**config.mk**
```make
export PLATFORM = sky130hd
export DESIGN_NAME = m31_reduce_arbiter
export DESIGN_NICKNAME = d
export VERILOG_FILES = /design/src/rtl/m31_reduce_arbiter.sv
export SDC_FILE = /design/constraint.sdc
export NUM_CORES = 1
export LEC_CHECK = 0
export ABC_AREA = 1
export CAP_MARGIN = 20
export CORE_MARGIN = 3
export CORE_UTILIZATION = 45
export DETAILED_ROUTE_END_ITERATION = 10
export DONT_BUFFER_PORTS = 1
export GPL_ROUTABILITY_DRIVEN = 1
export PLACE_DENSITY_LB_ADDON = 0.1
export SLEW_MARGIN = 30
export SYNTH_ARGS = -nofsm -noshare
export SYNTH_HDL_FRONTEND = slang
export SYNTH_SLANG_ARGS = --single-unit
```
**constraint.sdc**
```tcl
create_clock -name clk -period 4.4 [get_ports clk]
set_input_delay 0.88 -clock clk [delete_from_list [all_inputs] [get_ports clk]]
set_output_delay 0.88 -clock clk [all_outputs]
set_load 0.005 [all_outputs]
```
**src/rtl/m31_reduce_arbiter.sv**
```systemverilog
// Round-robin arbiter feeding one shared two-stage M31 (2^31-1) reduction pipeline.
// Results leave in acceptance order, tagged with the requester index.
module m31_reduce_arbiter #(
  parameter  int NUM_REQ  = 4,
  parameter  int IN_WIDTH = 62,
  localparam int ID_W     = (NUM_REQ > 1) ? $clog2(NUM_REQ) : 1
) (
  input  logic                         clk,
  input  logic                         rst,
  input  logic [NUM_REQ-1:0]           req_valid,
  input  logic [NUM_REQ*IN_WIDTH-1:0]  req_data,
  output logic [NUM_REQ-1:0]           req_ready,
  output logic                         out_valid,
  input  logic                         out_ready,
  output logic [30:0]                  out_data,
  output logic [ID_W-1:0]              out_id,
  output logic                         busy
);

  // First fold: x = hi*2^31 + lo, and 2^31 == 1 (mod p), so x == lo + hi.
  function automatic logic [31:0] fold_p1(input logic [61:0] x);
    return {1'b0, x[30:0]} + {1'b0, x[61:31]};
  endfunction

  // Second fold plus canonical compare; the 31-bit sum cannot carry out.
  function automatic logic [30:0] canon_p2(input logic [31:0] f1);
    logic [30:0] f2;
    f2 = f1[30:0] + {30'd0, f1[31]};
    return (f2 == 31'h7FFF_FFFF) ? 31'd0 : f2;
  endfunction

  logic [ID_W-1:0] rr_ptr_q, rr_ptr_d;
  logic            vld_p1_q, vld_p1_d;
  logic [ID_W-1:0] id_p1_q, id_p1_d;
  logic [31:0]     f1_p1_q, f1_p1_d;
  logic            vld_p2_q, vld_p2_d;
  logic [ID_W-1:0] id_p2_q, id_p2_d;
  logic [30:0]     data_p2_q, data_p2_d;

  logic            adv;
  logic            grant_found;
  logic [ID_W-1:0] grant_idx;
  logic            accept;
  logic [IN_WIDTH-1:0] word_p0;

  always_comb begin
    int idx;
    grant_found = 1'b0;
    grant_idx   = '0;
    idx         = 0;
    for (int k = 0; k < NUM_REQ; k++) begin
      idx = int'(rr_ptr_q) + k;
      if (idx >= NUM_REQ) idx = idx - NUM_REQ;
      if (!grant_found && req_valid[idx]) begin
        grant_found = 1'b1;
        grant_idx   = ID_W'(idx);
      end
    end
  end

  always_comb begin
    adv       = !vld_p2_q || out_ready;
    accept    = adv && grant_found;
    word_p0   = req_data[int'(grant_idx)*IN_WIDTH +: IN_WIDTH];
    req_ready = '0;
    if (accept) req_ready[grant_idx] = 1'b1;

    rr_ptr_d  = rr_ptr_q;
    vld_p1_d  = vld_p1_q;
    id_p1_d   = id_p1_q;
    f1_p1_d   = f1_p1_q;
    vld_p2_d  = vld_p2_q;
    id_p2_d   = id_p2_q;
    data_p2_d = data_p2_q;

    if (accept) begin
      rr_ptr_d = (grant_idx == ID_W'(NUM_REQ - 1)) ? '0 : grant_idx + 1'b1;
    end

    // p0 -> p1: arbitration and first fold
    if (adv) begin
      vld_p1_d = accept;
      if (accept) begin
        id_p1_d = grant_idx;
        f1_p1_d = fold_p1(62'(word_p0));
      end
    end

    // p1 -> p2: second fold and canonicalisation
    if (adv) begin
      vld_p2_d  = vld_p1_q;
      id_p2_d   = id_p1_q;
      data_p2_d = canon_p2(f1_p1_q);
    end
  end

  always_ff @(posedge clk) begin
    if (rst) begin
      rr_ptr_q  <= '0;
      vld_p1_q  <= 1'b0;
      id_p1_q   <= '0;
      f1_p1_q   <= '0;
      vld_p2_q  <= 1'b0;
      id_p2_q   <= '0;
      data_p2_q <= '0;
    end else begin
      rr_ptr_q  <= rr_ptr_d;
      vld_p1_q  <= vld_p1_d;
      id_p1_q   <= id_p1_d;
      f1_p1_q   <= f1_p1_d;
      vld_p2_q  <= vld_p2_d;
      id_p2_q   <= id_p2_d;
      data_p2_q <= data_p2_d;
    end
  end

  assign out_valid = vld_p2_q;
  assign out_data  = data_p2_q;
  assign out_id    = id_p2_q;
  assign busy      = vld_p1_q || vld_p2_q;

endmodule

```
---- Yosys cells after proc, flatten, opt, wreduce, memory -nomap -nowiden ----
Cells that the tools add are included.
storage, ports and cells
  register bits after elaboration ......... 71
  bits in latches ......................... 0
  RAM bits ................................ 0
  memory bits (read-only) ................. 0
  output and inout port bits .............. 39
  memories ................................ 0
operators by class
  $add $sub $neg .......................... 10
  $mul .................................... 1
  div/mod/pow operators ................... 0
  $lt $le $gt $ge ......................... 10
  equal/unequal tests ..................... 2
  shift operators ......................... 1
  multiplexer cells ....................... 29
  bitwise logic cells ..................... 0
  reductions and logical operators ........ 12
operators with widths
  cell                                                         count
  indexed part select 248 x 9 -> 62 bit                        1
  less-than comparator 32 x 4 -> 1 bit, second input constant  4
  two-way mux 32 bit                                           4
  adder 31 x 31 -> 32 bit                                      1
  adder 31 x 1 -> 31 bit                                       1
  == test 31 bit, second input constant                        1
  two-way mux 31 bit                                           1
  two-way mux 1 bit                                            13
  subtractor 3 x 3 -> 4 bit, second input constant             3
  two-way mux 2 bit                                            5
  >= comparator 3 bit, second input constant                   3
  binary-select mux 1 bit (select 2 bit)                       4
  multiplier 2 x 5 -> 7 bit, second input constant             1
  adder 2 x 2 -> 3 bit, second input constant                  2
  logical AND 1 bit                                            5
  logical NOT 1 bit                                            4
  two-way mux 4 bit                                            1
  subtractor 2 x 3 -> 4 bit, second input constant             1
  adder 2 x 1 -> 3 bit, second input constant                  1
  >= comparator 2 x 3 -> 1 bit, second input constant          1
  less-than comparator 2 x 3 -> 1 bit, second input constant   1
  adder 2 x 1 -> 2 bit, second input constant                  1
  demux 1 bit (select 2 bit)                                   1
  == test 2 bit, second input constant                         1
  3 further kinds                                              4

---- Depth between registers and ports, before layout ----
  word-level depth ........................ 20
  gate-level depth with buffers ........... 26
  mapped depth without buffers ............ 23

---- Worst setup path before layout ----
Ideal clock, no wire load.
  kind .................................... input to register
  start ................................... in req_valid[2]
  end ..................................... reg f1_p1_q[22]
  arrival time ............................ 3.872 ns
  data required time ...................... 4.291 ns
  path slack .............................. 0.419 ns
  stages .................................. 23
  buffers on the path ..................... 2
  path through ............................ inv_1 -> o21ai_1 -> nand2_1 -> nand2_2 -> nor3_4 -> nand2_1 -> nand2_1 -> nand2_4 -> buf_6 -> buf_6 -> o211ai_1 -> nand2_1 -> ha_1 -> fa_1 -> nand3_1 -> nand3_1 -> a21boi_0 -> o21ai_0 -> a21oi_1 -> xor2_1 -> nand2_1 -> nand2_1 -> inv_1
on the way
  cells in the longest elaborated chain, start to end .. 16
  elaborated cells between the ends (all ways) .. 31
ends and longest elaborated chain
  element                                                RTL line  RTL
  from (decl)                                            10        input logic [NUM_REQ-1:0] req_valid,
  binary-select mux 1 bit (select 2 bit)                 54        if (!grant_found && req_valid[idx]) begin
  two-way mux 1 bit (not written as such) (2 in series)  54
  two-way mux 1 bit                                      54
  logical NOT 1 bit                                      54
  logical AND 1 bit                                      54
  two-way mux 1 bit                                      54
  logical NOT 1 bit                                      54
  logical AND 1 bit                                      54
  two-way mux 1 bit                                      54
  logical NOT 1 bit                                      54
  logical AND 1 bit                                      54
  two-way mux 2 bit                                      54
  multiplier 2 x 5 -> 7 bit                              64        word_p0 = req_data[int'(grant_idx)*IN_WIDTH +: IN_WIDTH];
  indexed part select 248 x 9 -> 62 bit                  64
  adder 31 x 31 -> 32 bit                                22        return {1'b0, x[30:0]} + {1'b0, x[61:31]};
  to (signal assigned)                                   110       f1_p1_q <= f1_p1_d;
  to (decl)                                              35        logic [31:0] f1_p1_q, f1_p1_d;
Parallel ways exist; a longest one is shown, timed or not. The select of a mux whose other input is x is not followed.
A chain may end at the register's enable or synchronous reset.

---- Worst setup path after layout ----
  start ................................... in req_valid[0]
  end ..................................... reg f1_p1_q[26]
The elaborated chain is that of the path after synthesis.

==> key figures <==
Outcome
  • Outcome: complete, no violations

STA
  • Unrepaired setup endpoints after global routing: false
  • Final Max Tran Viols: 0
  • Worst-Margin Slew: roughly 680 ps
  • Period minus WS final: around 4000 ps
  • Setup Skew: between 10 and 15 ps
  • Final hold vios: 0
  • Max Freq: roughly 250 MHz
  • Final cycle utilization of the critical path: 0.916
  • Hold slack: 461 ps
  • Setup violators final: 0
  • Slew headroom: 0.546

Die
  • DIE HEIGHT: ~140 µm
  • Die Width: around 140 µm
  • Boundary Pins: ~300
  • Starting density of the core: 0.462
  • # rows: 49
  • Die area: between 20000 and 25000 µm²
  • Placeable core region: 18100 µm²

Worst setup path
  • Worst Path Arrival: between 4000 and 5000 ps
  • CP max-delay cell: fa_1
  • CP Max Fanout: 15
  • Worst EP required: 4630 ps
  • Max incr delay on CP: approximately 430 ps
  • Worst reg2reg setup slack: 380 ps
  • Worst setup EP type: flip-flop
  • CP startpoint kind: primary input
  • WS Path Type: in2reg
  • Crit-path cells: inv_1 > o21ai_1 > nand2_1 > nand2_2 > nor3_4 > nand2_1 > nand2_2 > nand2_4 > or2_1 > nand3_1 > nand2_1 > ha_1 > fa_1 > nand3_1 > nand3_1 > a21boi_1 > o21bai_1 > a21oi_1 > nor2_1 > o21ai_0 > inv_1

Clock network
  • Clock Tree Buf Depth: 2
  • CTS root buf: clkbuf_16
  • # hold bufs at CTS: 0
  • Clk_lat worst skew: roughly 340 ps
  • H-tree lvl count: 3
  • CTS tree: yes
  • Clock sink total: 71
  • Reg clk slew, reported paths: 60 ps
  • CTS Buf Count: 9

Routing
  • Vias: between 8000 and 9000
  • Detailed Route WL: 26100 µm
  • Residual DRC: 0
  • Initial DRC count: roughly 430
  • Routed len/inst: 15.2 µm
  • Final ANT Viol Nets: 0
  • Vias/cell: just over 5
  • Drt first pass iters: 5

Yosys
  • Synth top area share: 0.205
  • Synth warn: 0
  • #FFs+latches synth: 71
  • Netlist Area Pre-Place: around 8400 µm²
  • Register area share after synthesis: 0.170
  • Synth Flop Type: dfxtp_1
  • Number of synthesized flops with an enable pin: 0
  • Post-synth cell types: 39
  • Synth top area cells: nand2_1, dfxtp_1, inv_1, nor2_1, nand3_1
  • Yosys top cell by area: nand2_1
  • Post-synth ARST share: 0
  • Post-Syn Instances: approximately 1500
  • Syn_nets: between 1500 and 2000
  • Mean Syn Cell Area: ~5.6 µm²

Finish
  • Multi-input logic area: 5690 µm²
  • Nets: about 1800
  • Area grow syn2layout: 6.39%
  • FILL cells: between 2000 and 2500
  • Storage cell area: around 1400 µm²
  • Share of cells above drive strength 1: 0.0624

Global routing
  • Initial antenna violation count: 1
  • Congestion Overflow GR: 0
  • Largest net degree at the start of global routing: 66
  • Total GRT Usage: 0.244
  • First-pass GRT wire length: between 40000 and 50000 µm
  • Number of global-route vias before repair: 8048

Place
  • Dpl hpwl: ~22000 µm
  • GP Congestion: between 0.9 and 1
  • Buffers added on ports: 0

Run
  • Max_cap viols: 0

Hold path
  • Worst Hold Class: reg2reg
layout make-up:
class | count | area share
Antenna cell | 1 | 0.000281
Clock buffer | 11 | 0.0262
Clock inverter | 5 | 0.00661
Inverter | 225 | 0.0952
Multi-Input combinational cell | 1134 | 0.640
Sequential cell | 71 | 0.160
Tap cell | 229 | 0.0322
Timing Repair Buffer | 44 | 0.0399
layout by cell type (no fill, tap or decap), types with 2 or more instances in the layout:
master      netlist  final
nand2_1         456    455
inv_1           220    220
nor2_1          152    151
nand3_1         111    110
a21oi_1         110    109
dfxtp_1          71     71
o211ai_1         66     66
or2_1            61     61
o21ai_0          55     54
buf_4            11     42
ha_1             37     37
nand2_2          14     15
xnor2_1          13     13
xor2_1           11     11
clkbuf_16         0      9
o21bai_1          8      8
o21ai_1           5      6
nand4_1           5      5
inv_2             4      4
nor3_1            4      4
nor2_4            2      3
nor2_2            3      3
o21ai_2           2      2
nand3_2           1      2
a21boi_0          3      2
a211oi_1          2      2
a31oi_1           2      2
nor4_1            2      2
clkbuf_1         26      2
clkinvlp_4        0      2
buf_12            0      2
timing repair:
item                                    CTS  global route
buffers inserted                          0             0
endpoints found under the setup margin    0             5
gates resized for setup                   0             5
cells by family (layout without fill, tap and decap cells):
| family | Yosys count | in the layout | synth area share |
|---|---|---|---|
| other | 0 | 1 | 0 |
| AND/OR/NAND/NOR | 815 | 816 | 0.414 |
| XOR/XNOR | 24 | 24 | 0.0251 |
| buffers and inverters | 289 | 285 | 0.154 |
| flip-flops | 71 | 71 | 0.170 |
| adder cells (fa/ha/maj) | 38 | 38 | 0.0577 |
| AO/OA/AOI/OAI | 256 | 256 | 0.179 |
Yosys cell counts, types with 3 or more instances:
| master | instances |
|---|---|
| o21bai_1 | 8 |
| o211ai_1 | 66 |
| buf_4 | 11 |
| inv_2 | 4 |
| o21ai_1 | 5 |
| buf_2 | 7 |
| nor3_1 | 4 |
| nand4_1 | 5 |
| a21oi_1 | 110 |
| nand3_1 | 111 |
| dfxtp_1 | 71 |
| o21ai_0 | 55 |
| xor2_1 | 11 |
| xnor2_1 | 13 |
| nor2_1 | 152 |
| ha_1 | 37 |
| or2_1 | 61 |
| nand2_1 | 456 |
| clkbuf_1 | 26 |
| nand2_2 | 14 |
| buf_6 | 20 |
| inv_1 | 220 |
| a21boi_0 | 3 |
| nor2_2 | 3 |
metal layers:
| metal | part of all wire | global-route usage | wire length (µm) |
|---|---|---|---|
| met1 | 0.44 | 0.316 | 11500 |
| met2 | 0.49 | 0.428 | 12900 |
| met3 | 0.047 | 0.0353 | 1240 |
| met4 | 0.016 | 0.0540 | 408 |
| met5 | 0 | 0 | 0 |
worst max-delay path, delay by kind of cell:
kind            cells  cell delay, ps
simple gates       12            1600
compound gates      5             990
fa+ha+maj           2             700
buf+inv             2             100
path summary, 6_finish.rpt:
check                                start                  endpoint  cells after the start
setup / recovery              req_valid[0]  f1_p1_q[26]$_SDFFE_PP0P_                     21
setup reg to reg  rr_ptr_q[1]$_SDFFE_PP0P_  f1_p1_q[26]$_SDFFE_PP0P_                     21
hold reg to reg      vld_p1_q$_SDFFE_PP0P_     vld_p1_q$_SDFFE_PP0P_                      2
hold / removal       vld_p1_q$_SDFFE_PP0P_     vld_p1_q$_SDFFE_PP0P_                      2
flip-flops by register name (all words and copies together) (netlist names):
name       flops
id_p1_q        2
out_valid      1
rr_ptr_q       2
out_id         2
f1_p1_q       32
vld_p1_q       1
out_data      31
metrics by stage:
stage	worst slack [ps]	area, µm²	cells	utilization	setup TNS [ps]
after global routing	23.6	8900	1720	0.492	0
after floorplan	419	8360	1493	-	0
after detailed placement	-75.7	8580	1702	0.474	-208
after CTS	261	8870	1718	0.491	0
after global placement	55.4	8580	1702	0.474	0
final	370	8900	1720	0.492	0
Power is left out: the tool's default activity adds up to more than one toggle a clock period on the data nets, which glitch-free logic cannot reach.
